`src/rtl/timing_leak_monitor.sv`:
```
// Start-to-done latency comparator for the two-copy constant-time multiplier harness.
// Flags a timing leak when the copies' latencies differ or a copy never finishes, and keeps campaign totals.
module timing_leak_monitor #(
   parameter int CNT_WIDTH = 16,
   parameter int TIMEOUT   = 1024,
   parameter int RUN_WIDTH = 16
) (
   input  logic                 clk,
   input  logic                 rst,
   input  logic                 start,
   input  logic                 productDoneOne,
   input  logic                 productDoneTwo,
   output logic [CNT_WIDTH-1:0] cyclesOne,
   output logic [CNT_WIDTH-1:0] cyclesTwo,
   output logic [CNT_WIDTH-1:0] cycleDelta,
   output logic                 timingLeak,
   output logic                 timingLeakDone,
   output logic                 timeout,
   output logic                 busy,
   output logic [RUN_WIDTH-1:0] runCount,
   output logic [RUN_WIDTH-1:0] leakCount
);

   typedef enum logic [1:0] {IDLE = 2'd0, RUN = 2'd1, DONE = 2'd2} state_e;

   localparam logic [CNT_WIDTH-1:0] CNT_MAX     = '1;
   localparam logic [CNT_WIDTH-1:0] TIMEOUT_CNT = CNT_WIDTH'(TIMEOUT);
   localparam logic [RUN_WIDTH-1:0] RUN_MAX     = '1;

   state_e               state_q, state_d;
   logic [CNT_WIDTH-1:0] cnt_q, cnt_d;
   logic                 seen_one_q, seen_one_d;
   logic                 seen_two_q, seen_two_d;
   logic [CNT_WIDTH-1:0] cycles_one_q, cycles_one_d;
   logic [CNT_WIDTH-1:0] cycles_two_q, cycles_two_d;
   logic [CNT_WIDTH-1:0] delta_q, delta_d;
   logic                 leak_q, leak_d;
   logic                 leak_done_q, leak_done_d;
   logic                 timeout_q, timeout_d;
   logic [RUN_WIDTH-1:0] run_cnt_q, run_cnt_d;
   logic [RUN_WIDTH-1:0] leak_cnt_q, leak_cnt_d;

   logic finish;
   logic expired;
   logic leak_now;

   always_ff @(posedge clk) begin
      if (!rst) begin
         state_q      <= IDLE;
         cnt_q        <= '0;
         seen_one_q   <= 1'b0;
         seen_two_q   <= 1'b0;
         cycles_one_q <= '0;
         cycles_two_q <= '0;
         delta_q      <= '0;
         leak_q       <= 1'b0;
         leak_done_q  <= 1'b0;
         timeout_q    <= 1'b0;
         run_cnt_q    <= '0;
         leak_cnt_q   <= '0;
      end else begin
         state_q      <= state_d;
         cnt_q        <= cnt_d;
         seen_one_q   <= seen_one_d;
         seen_two_q   <= seen_two_d;
         cycles_one_q <= cycles_one_d;
         cycles_two_q <= cycles_two_d;
         delta_q      <= delta_d;
         leak_q       <= leak_d;
         leak_done_q  <= leak_done_d;
         timeout_q    <= timeout_d;
         run_cnt_q    <= run_cnt_d;
         leak_cnt_q   <= leak_cnt_d;
      end
   end

   always_comb begin
      state_d      = state_q;
      cnt_d        = cnt_q;
      seen_one_d   = seen_one_q;
      seen_two_d   = seen_two_q;
      cycles_one_d = cycles_one_q;
      cycles_two_d = cycles_two_q;
      delta_d      = delta_q;
      leak_d       = leak_q;
      leak_done_d  = leak_done_q;
      timeout_d    = timeout_q;
      run_cnt_d    = run_cnt_q;
      leak_cnt_d   = leak_cnt_q;
      finish       = 1'b0;
      expired      = 1'b0;
      leak_now     = 1'b0;

      case (state_q)
         IDLE, DONE: begin
            // Done inputs are deliberately ignored until a start is accepted.
            if (start) begin
               state_d      = RUN;
               cnt_d        = {{(CNT_WIDTH-1){1'b0}}, 1'b1};
               seen_one_d   = 1'b0;
               seen_two_d   = 1'b0;
               cycles_one_d = '0;
               cycles_two_d = '0;
               delta_d      = '0;
               leak_d       = 1'b0;
               leak_done_d  = 1'b0;
               timeout_d    = 1'b0;
            end
         end

         RUN: begin
            cnt_d = (cnt_q == CNT_MAX) ? cnt_q : cnt_q + 1'b1;
            if (productDoneOne && !seen_one_q) begin
               cycles_one_d = cnt_q;
               seen_one_d   = 1'b1;
            end
            if (productDoneTwo && !seen_two_q) begin
               cycles_two_d = cnt_q;
               seen_two_d   = 1'b1;
            end

            // A done landing exactly on the timeout cycle still completes the run normally.
            if (seen_one_d && seen_two_d) begin
               finish = 1'b1;
            end else if (cnt_q == TIMEOUT_CNT) begin
               finish  = 1'b1;
               expired = 1'b1;
               if (!seen_one_d) cycles_one_d = CNT_MAX;
               if (!seen_two_d) cycles_two_d = CNT_MAX;
            end

            if (finish) begin
               leak_now    = (cycles_one_d != cycles_two_d) || expired;
               state_d     = DONE;
               leak_done_d = 1'b1;
               leak_d      = leak_now;
               timeout_d   = expired;
               delta_d     = (cycles_one_d >= cycles_two_d) ? cycles_one_d - cycles_two_d
                                                            : cycles_two_d - cycles_one_d;
               if (run_cnt_q != RUN_MAX) run_cnt_d = run_cnt_q + 1'b1;
               if (leak_now && (leak_cnt_q != RUN_MAX)) leak_cnt_d = leak_cnt_q + 1'b1;
            end
         end

         default: state_d = IDLE;
      endcase
   end

   assign cyclesOne      = cycles_one_q;
   assign cyclesTwo      = cycles_two_q;
   assign cycleDelta     = delta_q;
   assign timingLeak     = leak_q;
   assign timingLeakDone = leak_done_q;
   assign timeout        = timeout_q;
   assign busy           = (state_q == RUN);
   assign runCount       = run_cnt_q;
   assign leakCount      = leak_cnt_q;

endmodule

```
`config.mk`:
```
export PLATFORM = sky130hd
export DESIGN_NAME = timing_leak_monitor
export DESIGN_NICKNAME = d
export VERILOG_FILES = /design/src/rtl/timing_leak_monitor.sv
export SDC_FILE = /design/constraint.sdc
export NUM_CORES = 1
export LEC_CHECK = 0
export BUFFER_PORTS_ARGS = -buffer_cell sky130_fd_sc_hd__buf_2
export CAP_MARGIN = 20
export CORE_ASPECT_RATIO = 0.5
export CORE_MARGIN = 2
export CORE_UTILIZATION = 58
export DETAILED_ROUTE_END_ITERATION = 12
export HOLD_SLACK_MARGIN = 0.05
export PLACE_DENSITY = 0.82
export SYNTH_ARGS = -nofsm -noshare
export SYNTH_HDL_FRONTEND = slang
export SYNTH_SLANG_ARGS = --single-unit
```
`constraint.sdc`:
```
create_clock -name clk -period 5.05 [get_ports clk]
set_input_delay 0.7575 -clock clk [delete_from_list [all_inputs] [get_ports clk]]
set_output_delay 0.7575 -clock clk [all_outputs]
set_load 0.1 [all_outputs]
```
## After elaboration in Yosys (flattened, before gate mapping)

Cells that the tools add are included.

- Bits in registers: 103
- Output and inout bits: 84
- Word-level logic and storage cells: 84
- Bits of input ports: 5

- Eq/ne operators: 10
- Magnitude comparators: 1
- $add $sub $neg: 5
- Muxes and demuxes: 40
- Reductions and logical operators: 16

Operators with widths:

| kind | count |
|---|---|
| $mux W16 | 15 |
| $pmux W16 S2 | 4 |
| $add A16 B1 Y16 const B | 3 |
| $ne A16 B16 Y1 const B | 2 |
| $sub A16 B16 Y16 | 2 |
| $eq A16 B11 Y1 const B | 1 |
| $eq A16 B16 Y1 const B | 1 |
| $ge A16 B16 Y1 | 1 |
| $ne A16 B16 Y1 | 1 |
| $mux W1 | 13 |
| $reduce_and A3 Y1 | 4 |
| $pmux W1 S2 | 5 |
| $logic_and A1 B1 Y1 | 4 |
| $mux W2 | 2 |
| $ne A2 B2 Y1 const B | 2 |
| $pmux W2 S2 | 1 |
| $reduce_and A2 Y1 | 2 |
| $eq A2 B1 Y1 const B | 1 |
| $eq A2 B2 Y1 const B | 1 |
| $logic_not A1 Y1 | 2 |
| $logic_not A2 Y1 | 1 |
| $ne A2 B1 Y1 const B | 1 |
| $reduce_bool A2 Y1 | 1 |
| $reduce_or A2 Y1 | 1 |
| $logic_or A1 B1 Y1 | 1 |

## Depth between registers and ports, before layout

- Word-level depth: 12
- Gate-level depth with buffers: 21
- Depth with buffers taken out: 17

## Worst setup path after synthesis

No wires, ideal clock.

- Path kind: reg-to-reg
- Start point: reg cnt_q[0]
- End point: reg delta_q[15] (netlist: cycleDelta[15])
- Data arrival time: 3919 ps
- Library setup time: 126 ps
- Data required time: 4924 ps
- Clock period less this slack: 4045 ps
- Slack: 1005 ps
- Path buffers: 4
- Stages on the path, launching flop included: 20
- Cells stage by stage: dfxtp_1 -> inv_1 -> ha_1 -> nor4b_1 -> nand4_1 -> or3_1 -> clkbuf_1 -> clkbuf_1 -> nand3_1 -> inv_1 -> ha_1 -> buf_6 -> a21o_1 -> o41a_1 -> a211o_1 -> buf_6 -> mux2_4 -> a31oi_1 -> xor2_1 -> o21ai_1

- Word-level cells in the longest chain between the ends: 9
- Elaborated cells on any way between the ends: 22
- Classes of those cells: 2 x add/sub; 1 x order compare; 2 x eq/ne; 16 x mux; 1 x reduce/logical

RTL lines:

| what | RTL line | text |
|---|---|---|
| start: declaration | 31 | `logic [CNT_WIDTH-1:0] cnt_q, cnt_d;` |
| start signal: assignment | 63 | `cnt_q <= cnt_d;` |
| parallel branches: the longest is 9 deep, another holds $sub A16 B16 Y16 | -- |  |
| end signal: assignment | 68 | `delta_q <= delta_d;` |
| end: declaration | 36 | `logic [CNT_WIDTH-1:0] delta_q, delta_d;` |

Several ways; the timed one is not identified. The select of a mux whose other input is x is not followed.
A chain may end at the register's enable or synchronous reset.

## Worst setup path in the final report

- Start point: reg cnt_q[1]
- End point: reg delta_q[9] (netlist: cycleDelta[9])

Same word-level chain as after synthesis.

==> results_dict.tcl <==
set metrics [dict create \
    synth_top_family_by_area "simple AND/OR/NAND/NOR gates" \
    net-switching-power_uw 469 \
    setup.worst_path.start_class "flop" \
    grt_pass1_wl_um 25100 \
    grt_util_met2_pct 41.0 \
    synth_enable_flop_cells 0 \
    yosys.cell_count.top_type "nand2_1" \
    number_of_cts_inserted_buffers 9 \
    groute.layer.met3.usage_pct 6.43 \
    synth_warnings 0 \
    p_seq_share_pct 46.6 \
    tightest_slew_margin_relative_to_the_limit_pct 44.3 \
    crit_fanout 17 \
    cts.hold.buffers_added 0 \
    mappedNetlistNets 820 \
    synth_flop_cell "dfxtp_1" \
    top_usage_layer "met2" \
    drcViolationCount 0 \
    hpwlAfterDp_um 11100 \
    wl_um 15300 \
    post_synth_mux_area_share_pct 1.90 \
    initial_utilization_pct 60.1 \
    tightest_slew_ns 0.832 \
    route.detailed.vias_per_inst 5.81 \
    synth_compound_gate_area_share_pct 14.8 \
    cts.sinks 103 \
    grt.total_usage_pct 26.6 \
    num-fill-cells 878 \
    share_of_the_synthesized_area_in_the_top_cell_type_pct 33.3 \
    rsz0062_at_grt "false" \
    synthDistinctLibCells 68 \
    pin_count_of_the_biggest_net_entering_global_routing 77 \
    finalHoldViolCount 0 \
    slew_violations 0 \
    power.share.combinational_pct 12.3 \
    cts.root.buffer_cell "clkbuf_16" \
    width_of_the_die_um 150 \
    final.period_utilization_pct 89.8 \
    setup_total_negative_slack_ns 0 \
    synth_fa_ha_area_share_pct 7.71 \
    std_cell_rows 26 \
    stdcell_area_um2 6970 \
    grt_overflow 0 \
    critPathRequiredTime_ns 5.27 \
    die_height_um 77.1 \
    leakage_nw 2.99 \
    yosys.area_share.simple_pct 28.7 \
    async_reset_ff_share_pct 0 \
    antennaDiodeCount 0 \
    mean_routed_wirelength_per_cell_um 15.6 \
    ys_seq_elements 103 \
    share_of_cells_above_drive_strength_1_pct 15.0 \
    area_growth_syn_to_layout_pct 12.5 \
    p_int_mw 1.30 \
    antenna_found_initial 0 \
    post_syn_area_um2 6200 \
    power.total_mw 1.77 \
    holdCritPathClass "flop to flop" \
    floorplan_die_area_um2 11600 \
    seq_area_frac_synth_pct 33.3 \
    ant_nets 0 \
    maxClockFrequency_mhz 221 \
    clk-insertion-delay-late_ns 0.35 \
    via_count_of_the_first_global_routing_pass 5148 \
    placement.io_buffers 88 \
    setup_viol 0 \
    clock_skew_ns 0.0122 \
    detailedRoute.firstPassIterationCount 5 \
    cts_tree "built" \
    yosys.area.top_type "dfxtp_1" \
    detailedRoute.firstIterationViolations 534 \
    finalNetCount 879 \
    postSynthCellCount 778 \
    critical_path_class "flop to flop" \
    power.share.switching_pct 26.5 \
    pin_count 89 \
    floorplan.core_area_um2 10300 \
    fin_crit_ns 4.53 \
    cap_viol_max_count 0 \
    syn_avg_cell_area_um2 7.96 \
    cts.clk_slew.worst_paths_ns 0.07 \
    postPlaceCellArea_um2 6650 \
    ctsHtreeMaxLevel 3 \
    synth_xor_area_share_pct 7.63 \
    post-route-util_pct 67.6 \
    clk_path_buf_depth 2 \
    vdd.ir_drop.worst_mv 0.140 \
    gpl.final_weighted_congestion 0.920 \
    endpoint_kind "flop" \
    status "completed" \
    detailroute.via_count 5707 \
    final.setup.worst_slack_ns 0.516 \
    p_per_area_nw_per_um2 254 \
    met1_usage_pct 37.4 \
    crit_arrival_ns 4.75 \
    dpl_worst_slack_ns 0.406 \
    part_of_the_total_power_dissipated_in_the_clock_network_pct 41.1 \
    largest_cells_by_area_after_synthesis "dfxtp_1 (33%), ha_1 (7.1%), nand2_1 (7.0%)" \
    synth_top_cells_by_count "nand2_1 (116), dfxtp_1 (103), nand3_1 (54)" \
]
## sequential cells by signal, summed over array words and instances, names as in the netlist
register / flops
runCount: 16
seen_two_q: 1
state_q: 2
cyclesTwo: 16
seen_one_q: 1
cyclesOne: 16
leakCount: 16
cnt_q: 16
timingLeak: 1
timeout: 1
cycleDelta: 16
timingLeakDone: 1
## logic make-up (layout without fill, tap and decap cells)
kind of cell             after synthesis  in the layout
AND/OR/NAND/NOR                      346            346
AO/OA/AOI/OAI                        137            137
flip-flops                           103            103
buffers and inverters                 90            154
XOR/XNOR                              54             54
adder cells (fa/ha/maj)               37             37
multiplexers                          11             11
## cell type report
class                           instances  area, um2  share of cell area [%]
Clock buffer                           11        253                    3.63
Sequential cell                       103       2060                    29.6
Inverter                               44        165                    2.37
Multi-Input combinational cell        585       3760                    54.0
Timing Repair Buffer                   94        485                    6.97
Clock inverter                          5       63.8                   0.916
Tap cell                              140        175                    2.51
## cells in the final DEF, fill, tap and decap left out, types with 4 or more instances in the layout
cell type	n
and4_1	4
inv_1	43
clkbuf_16	9
o211ai_1	7
nand2_1	116
xnor2_1	28
nand2b_1	6
mux2i_1	8
a31oi_1	6
nand4_1	13
xor2_1	26
ha_1	35
dfxtp_1	103
and2_1	33
buf_4	6
buf_2	88
nor2_1	37
nor2b_1	42
a22oi_1	31
o21ai_0	28
or3_1	6
a21oi_1	23
a21boi_0	6
nand3_1	54
and3_1	7
o21ai_1	6
## per-stage QoR
stage          hold WS [ns]  cells
2_1_floorplan         0.479    778
3_3_place_gp          0.430    966
3_5_place_dp          0.439    966
4_1_cts               0.452    982
5_1_grt               0.469    982
6_report              0.446    982
## critical path: stages (launching register included)
cell and delay, ns:
dfxtp_1 0.36, inv_1 0.12, ha_1 0.15, nor4b_1 0.24
nand4_1 0.30, or3_4 0.53, nand3_1 0.19, inv_1 0.07
ha_1 0.55, nand4_1 0.18, nor4_1 0.42, a211o_1 0.21
a211o_1 0.12, buf_4 0.24, mux2_1 0.36, a21oi_1 0.16
xor2_1 0.16, o21ai_1 0.06
## power by group through the flow
stage	combinational, mW	sequential, mW	clock, mW
after detailed placement	0.213	0.843	0
final	0.218	0.824	0.728
after CTS	0.214	0.824	0.735
after floorplan	0.145	0.870	0
after global placement	0.210	0.843	0
after global routing	0.235	0.825	0.772
## routing by layer
layer | share of wire (%) | vias up
met4 | 1.2 | 0
met5 | 0 | -
met3 | 6.9 | 21
met1 | 49 | 2689
met2 | 43 | 227
li1 | - | 2770
## final timing paths
path | from | endpoint | cells past startpoint | slack, ns
setup / recovery | cnt_q[1] | cycleDelta[9] | 17 | 0.52
hold / removal | cycleDelta[15] | cycleDelta[15] | 2 | 0.45
setup reg to reg | cnt_q[1] | cycleDelta[9] | 17 | 0.52
hold reg to reg | cycleDelta[15] | cycleDelta[15] | 2 | 0.45
## what timing repair did
item,4_1_cts,5_1_grt
buffers inserted,0,0
resized for setup,0,1
setup endpoints to repair,0,4
No activity file was read; power rests on OpenSTA's default activity.
